### config.mk
export PLATFORM = sky130hd
export DESIGN_NAME = decode_fwd
export DESIGN_NICKNAME = d
export VERILOG_FILES = /design/src/rtl/decode_fwd.sv
export SDC_FILE = /design/constraint.sdc
export NUM_CORES = 1
export LEC_CHECK = 0
export ABC_AREA = 1
export CAP_MARGIN = 20
export CORE_AREA = 2 2 291 293
export DETAILED_ROUTE_END_ITERATION = 8
export DIE_AREA = 0 0 293 295
export GPL_TIMING_DRIVEN = 0
export PLACE_DENSITY = 0.37
export SYNTH_ARGS = -nofsm -noshare
export SYNTH_HDL_FRONTEND = slang
export SYNTH_SLANG_ARGS = --single-unit
### constraint.sdc
create_clock -name clk -period 2.7 [get_ports clk]
set_clock_uncertainty 0.2 [all_clocks]
set_input_delay 0.54 -clock clk [delete_from_list [all_inputs] [get_ports clk]]
set_output_delay 0.54 -clock clk [all_outputs]
set_load 0.01 [all_outputs]
### src/rtl/decode_fwd.sv
// Decode stage: resolves operands A/B with EX/WB forwarding, registers them for
// execute, and inserts one bubble per cycle while a load-use hazard is pending.
module decode_fwd #(
    parameter int DATA_W = 32,
    parameter int NREG   = 14,
    parameter int CNT_W  = 16
) (
    input  logic                   clk,
    input  logic                   rst,
    input  logic [31:0]            instr_d,
    input  logic                   valid_d,
    input  logic [NREG*DATA_W-1:0] rf_flat,
    input  logic [DATA_W-1:0]      pc,
    input  logic [DATA_W-1:0]      overflow,
    input  logic                   ex_wr_en,
    input  logic [3:0]             ex_wr_idx,
    input  logic [DATA_W-1:0]      ex_wr_data,
    input  logic                   ex_is_load,
    input  logic                   wb_wr_en,
    input  logic [3:0]             wb_wr_idx,
    input  logic [DATA_W-1:0]      wb_wr_data,
    input  logic                   stall_in,
    input  logic                   flush,
    output logic [DATA_W-1:0]      Aval,
    output logic [DATA_W-1:0]      Bval,
    output logic [31:0]            instr_x,
    output logic                   valid_x,
    output logic                   dec_stall,
    output logic [CNT_W-1:0]       bubble_cnt
);

    localparam logic [4:0] NREG5 = 5'(NREG);

    logic        imb;
    logic [3:0]  ra;
    logic [3:0]  rb;
    logic [13:0] imm;
    logic        ra_gen;
    logic        rb_gen;
    logic        ex_gen;
    logic        hazard;

    logic [DATA_W-1:0] a_res;
    logic [DATA_W-1:0] b_res;

    logic [DATA_W-1:0] aval_q, aval_d;
    logic [DATA_W-1:0] bval_q, bval_d;
    logic [31:0]       instr_q, instr_nx;
    logic              valid_q, valid_nx;
    logic [CNT_W-1:0]  cnt_q, cnt_d;

    assign imb = instr_d[31];
    assign ra  = instr_d[30:27];
    assign rb  = instr_d[26:23];
    assign imm = instr_d[26:13];

    assign ra_gen = ({1'b0, ra} < NREG5);
    assign rb_gen = ({1'b0, rb} < NREG5);
    assign ex_gen = ({1'b0, ex_wr_idx} < NREG5);

    // EX is younger than WB, so it is checked last and overrides; a pending
    // load in EX is never forwarded (the hazard path covers that case).
    function automatic logic [DATA_W-1:0] fwd_val(input logic [3:0] k);
        logic [DATA_W-1:0] v;
        v = '0;
        for (int i = 0; i < NREG; i++) begin
            if (k == 4'(i)) v = rf_flat[i*DATA_W +: DATA_W];
        end
        if (wb_wr_en && wb_wr_idx == k) v = wb_wr_data;
        if (ex_wr_en && ex_wr_idx == k && !ex_is_load) v = ex_wr_data;
        return v;
    endfunction

    always_comb begin
        a_res = '0;
        if (ra == 4'd14)      a_res = pc;
        else if (ra == 4'd15) a_res = overflow;
        else if (ra_gen)      a_res = fwd_val(ra);

        b_res = '0;
        if (imb)         b_res = {{(DATA_W-14){imm[13]}}, imm};
        else if (rb_gen) b_res = fwd_val(rb);
    end

    assign hazard = valid_d & ex_wr_en & ex_is_load & ex_gen &
                    ((ex_wr_idx == ra) | (!imb & (ex_wr_idx == rb)));

    // Handshake: dec_stall high means decode did not consume instr_d this
    // cycle and fetch must present the same instr_d/valid_d again.
    assign dec_stall = !flush & (stall_in | hazard);

    always_comb begin
        aval_d   = aval_q;
        bval_d   = bval_q;
        instr_nx = instr_q;
        valid_nx = valid_q;
        cnt_d    = cnt_q;
        if (flush) begin
            instr_nx = '0;
            valid_nx = 1'b0;
        end else if (stall_in) begin
            cnt_d = cnt_q;
        end else if (hazard) begin
            instr_nx = '0;
            valid_nx = 1'b0;
            if (cnt_q != {CNT_W{1'b1}}) cnt_d = cnt_q + 1'b1;
        end else if (!valid_d) begin
            instr_nx = '0;
            valid_nx = 1'b0;
        end else begin
            aval_d   = a_res;
            bval_d   = b_res;
            instr_nx = instr_d;
            valid_nx = 1'b1;
        end
    end

    always_ff @(posedge clk) begin
        if (rst) begin
            aval_q  <= '0;
            bval_q  <= '0;
            instr_q <= '0;
            valid_q <= 1'b0;
            cnt_q   <= '0;
        end else begin
            aval_q  <= aval_d;
            bval_q  <= bval_d;
            instr_q <= instr_nx;
            valid_q <= valid_nx;
            cnt_q   <= cnt_d;
        end
    end

    assign Aval       = aval_q;
    assign Bval       = bval_q;
    assign instr_x    = instr_q;
    assign valid_x    = valid_q;
    assign bubble_cnt = cnt_q;

endmodule

==> run summary <==
Status -> finished with violations
Violated checks -> negative setup slack
Initial Util -> 16.8%
Post-synth ARST share -> 0%
Primary FF master, synth -> dfxtp_1
Setup WS post-layout -> -0.0679 ns
Pre-Repair DR Iteration Count -> 5
Post-synthesis net count -> 3,326
Final hold vios -> 0
Largest stage delay, worst path -> 0.26 ns
Hold Crit Start -> instr_d[29]
Type of the tightest min-delay check -> in -> reg
Least-Margin Pin Slew -> 0.964 ns
Reg-to-Reg Start -> bubble_cnt[1]
Clk_lat worst skew -> 0.44 ns
Arr. time, crit path -> 2.89 ns
Critical path startpoint -> instr_d[24]
Number of global-route vias before repair -> 21,300
Final period util -> 103%
Gr ovfl total -> 0
Register area share after synthesis -> 16.2%
First-pass GRT wire length -> 174,000 microns
CP Capture Type -> register
Vias per cell -> 4.79
Core Footprint -> 0.0832 sq mm
Avg WL per Cell -> 28.2 microns
Iter 0 DRT Violations -> 2,074
Total GRT Usage -> 28.9%
# Max-Cap Violations -> 0
Clock Pin Slew Worst Setup and Hold Paths -> 0.06 ns
VDD IR max -> 0.428 mV
CTS sink count -> 113
Max H-tree Level -> 4
Crit-path slowest cell -> nand4_1
Top cells by area, synth -> nand2_1 25%, dfxtp_1 16%, a21oi_1 11%
CP Launch Type -> input port
Syn Area/Cell -> 5.16 sq um
Port Buffers -> 726
Register bit total from synthesis -> 113
Crit path cell chain -> buf_6, clkinvlp_4, nor2_4, nand2_4, inv_6, buf_8, a21oi_1, nand4_1, nand2_2, nand4_1, nor2_2, nand4_1, nand2_1, nand2_1, nand2_2, a21oi_1
Post-route cell area -> 0.0251 sq mm
Largest net degree at the start of global routing -> 17
Commonest non-fill, non-tap cell in the layout -> nand2_1
Area growth from synthesis to layout -> 80.0%
Die height -> 295 microns
Top-area cell type share of the netlist area -> 25.0%
DRC viols -> 0
Final wirelength -> 130,000 microns
YS warnings -> 0
Clk root buf -> clkbuf_16
Slew Limit Fails -> 0
Nets -> 4,131
Crit Path Class -> in -> reg
Post-Syn Area -> 0.0139 sq mm
Die ar. -> 0.0864 sq mm
Most used cell, CP -> nand4_1
Die span in x -> 293 microns
Achievable frequency -> 0.361 GHz
Setup-failing EPs final -> 5
Final HPWL DP -> 110,000 microns
Post-synth EDFFs -> 0
Sequential Area -> 0.00226 sq mm
Share of cells above drive strength 1 -> 12.7%
Headroom to the max-slew limit -> 35.5%
Cell Area, Placed -> 0.0226 sq mm
Post-synth cell types -> 49
Num CTS Buffers -> 17
Leak -> 10.4 nW
Post-synth top area cell -> nand2_1
GPL Wtd Cong -> 0.943
Fill cell count -> 9,411
Most frequent cells in the layout -> 871 x nand2_1, 719 x clkdlybuf4s50_1, 325 x inv_1
Setup TNS -> -0.134 ns
Crit path max fanout -> 10
Multi-input logic area -> 0.0105 sq mm
IO Pins -> 738
Post-DRT Antenna Nets -> 0
CTS Buffer Depth -> 2
Total power per unit cell area -> 308 mW/mm^2
Row cnt -> 106
Post-Syn Instances -> 2,701
Via count -> 22,200
Post-layout min period -> 2.77 ns
CTS tree -> done
Unrepaired setup endpoints after global routing -> yes
CP Data Required Time -> 2.82 ns
Hold slack -> 0.218 ns
Initial antenna violation count -> 47
-- repair_timing --
item / CTS / global route
hold buffers: 0 / 0
endpoints found under the setup margin: 65 / 69
pin swaps: 55 / 87
resized for setup: 260 / 193
setup buffers: 31 / 29
gates cloned: 0 / 1
-- cells by family (layout without fill, tap and decap cells) --
group	Yosys count	in the layout	share of synthesized area, %
compound gates	551	551	21.3
xor+xnor	11	11	0.692
fa+ha+maj	1	1	0.0898
buf+inv	513	1331	14.8
flops	113	113	16.2
other cells	0	32	0
simple gates	1512	1512	46.9
-- power breakdown --
| part | internal [mW] | switching, mW |
|---|---|---|
| sequential | 1.73 | 0.0311 |
| combinational | 1.52 | 2.08 |
| clock | 1.38 | 0.988 |
-- layer usage --
metal  part of all wire (%)  vias to the layer above  track usage, %
li1                       -                    10500               -
met1                     44                    10600            38.2
met2                     48                      987            49.4
met3                    6.4                      147            4.27
met4                    2.0                       28            6.24
met5                   0.15                        -               0
-- sequential cells by signal, summed over array words and instances, names as in the netlist --
name	flops
bubble_cnt	16
instr_x	32
Aval	32
Bval	32
valid_x	1
-- area by class of cell --
cell class / count / area share, %
multi-input combinational: 2075 / 41.7
timing repair buffer: 787 / 31.1
sequential: 113 / 9.02
inverter: 346 / 5.48
tap: 1080 / 5.39
buffer: 166 / 4.67
clock buffer: 17 / 1.70
clock inverter: 15 / 0.683
antenna: 32 / 0.319
-- through the flow --
step / util [%] / power [mW] / setup WS (ns) / cells
2_1_floorplan: - / 2.89 / 0.236 / 2701
3_3_place_gp: 27.1 / 5.07 / -1.70 / 4507
3_5_place_dp: 27.1 / 5.06 / -1.71 / 4507
4_1_cts: 29.1 / 7.62 / -0.0172 / 4570
5_1_grt: 30.1 / 8.04 / -0.0683 / 4622
6_report: 30.2 / 7.73 / -0.0679 / 4631
-- cells in the mapped netlist, types with 6 or more instances --
library cell and n:
buf_6 6, nor2_1 206, nor2_4 6, a21oi_2 10, nand2_2 8, or2_2 28, dfxtp_1 113, or2_0 6
inv_1 331, buf_2 48, o22ai_1 40, inv_2 9, nand2_1 929, nor2_2 9, clkbuf_1 98, nor3_1 13
o21a_1 24, xnor2_1 8, buf_1 9, a21oi_1 316, o21ai_0 137, nand4_1 178, o2111ai_1 7, nand3_1 114
o21ai_1 6
-- critical path: cells and delay by family --
| family | cells | cell delay (ns) |
|---|---|---|
| compound gates | 2 | 0.23 |
| simple gates | 10 | 1.59 |
| buf+inv | 4 | 0.50 |
-- worst paths after layout --
path,end,cells after the start,slack (ns)
worst max-delay path,Bval[11],16,-0.07
worst max register to register,bubble_cnt[11],14,0.24
worst min-delay path,instr_x[29],3,0.22
worst min register to register,instr_x[8],2,0.26
Note: power is estimated with default switching activity, not from simulation.
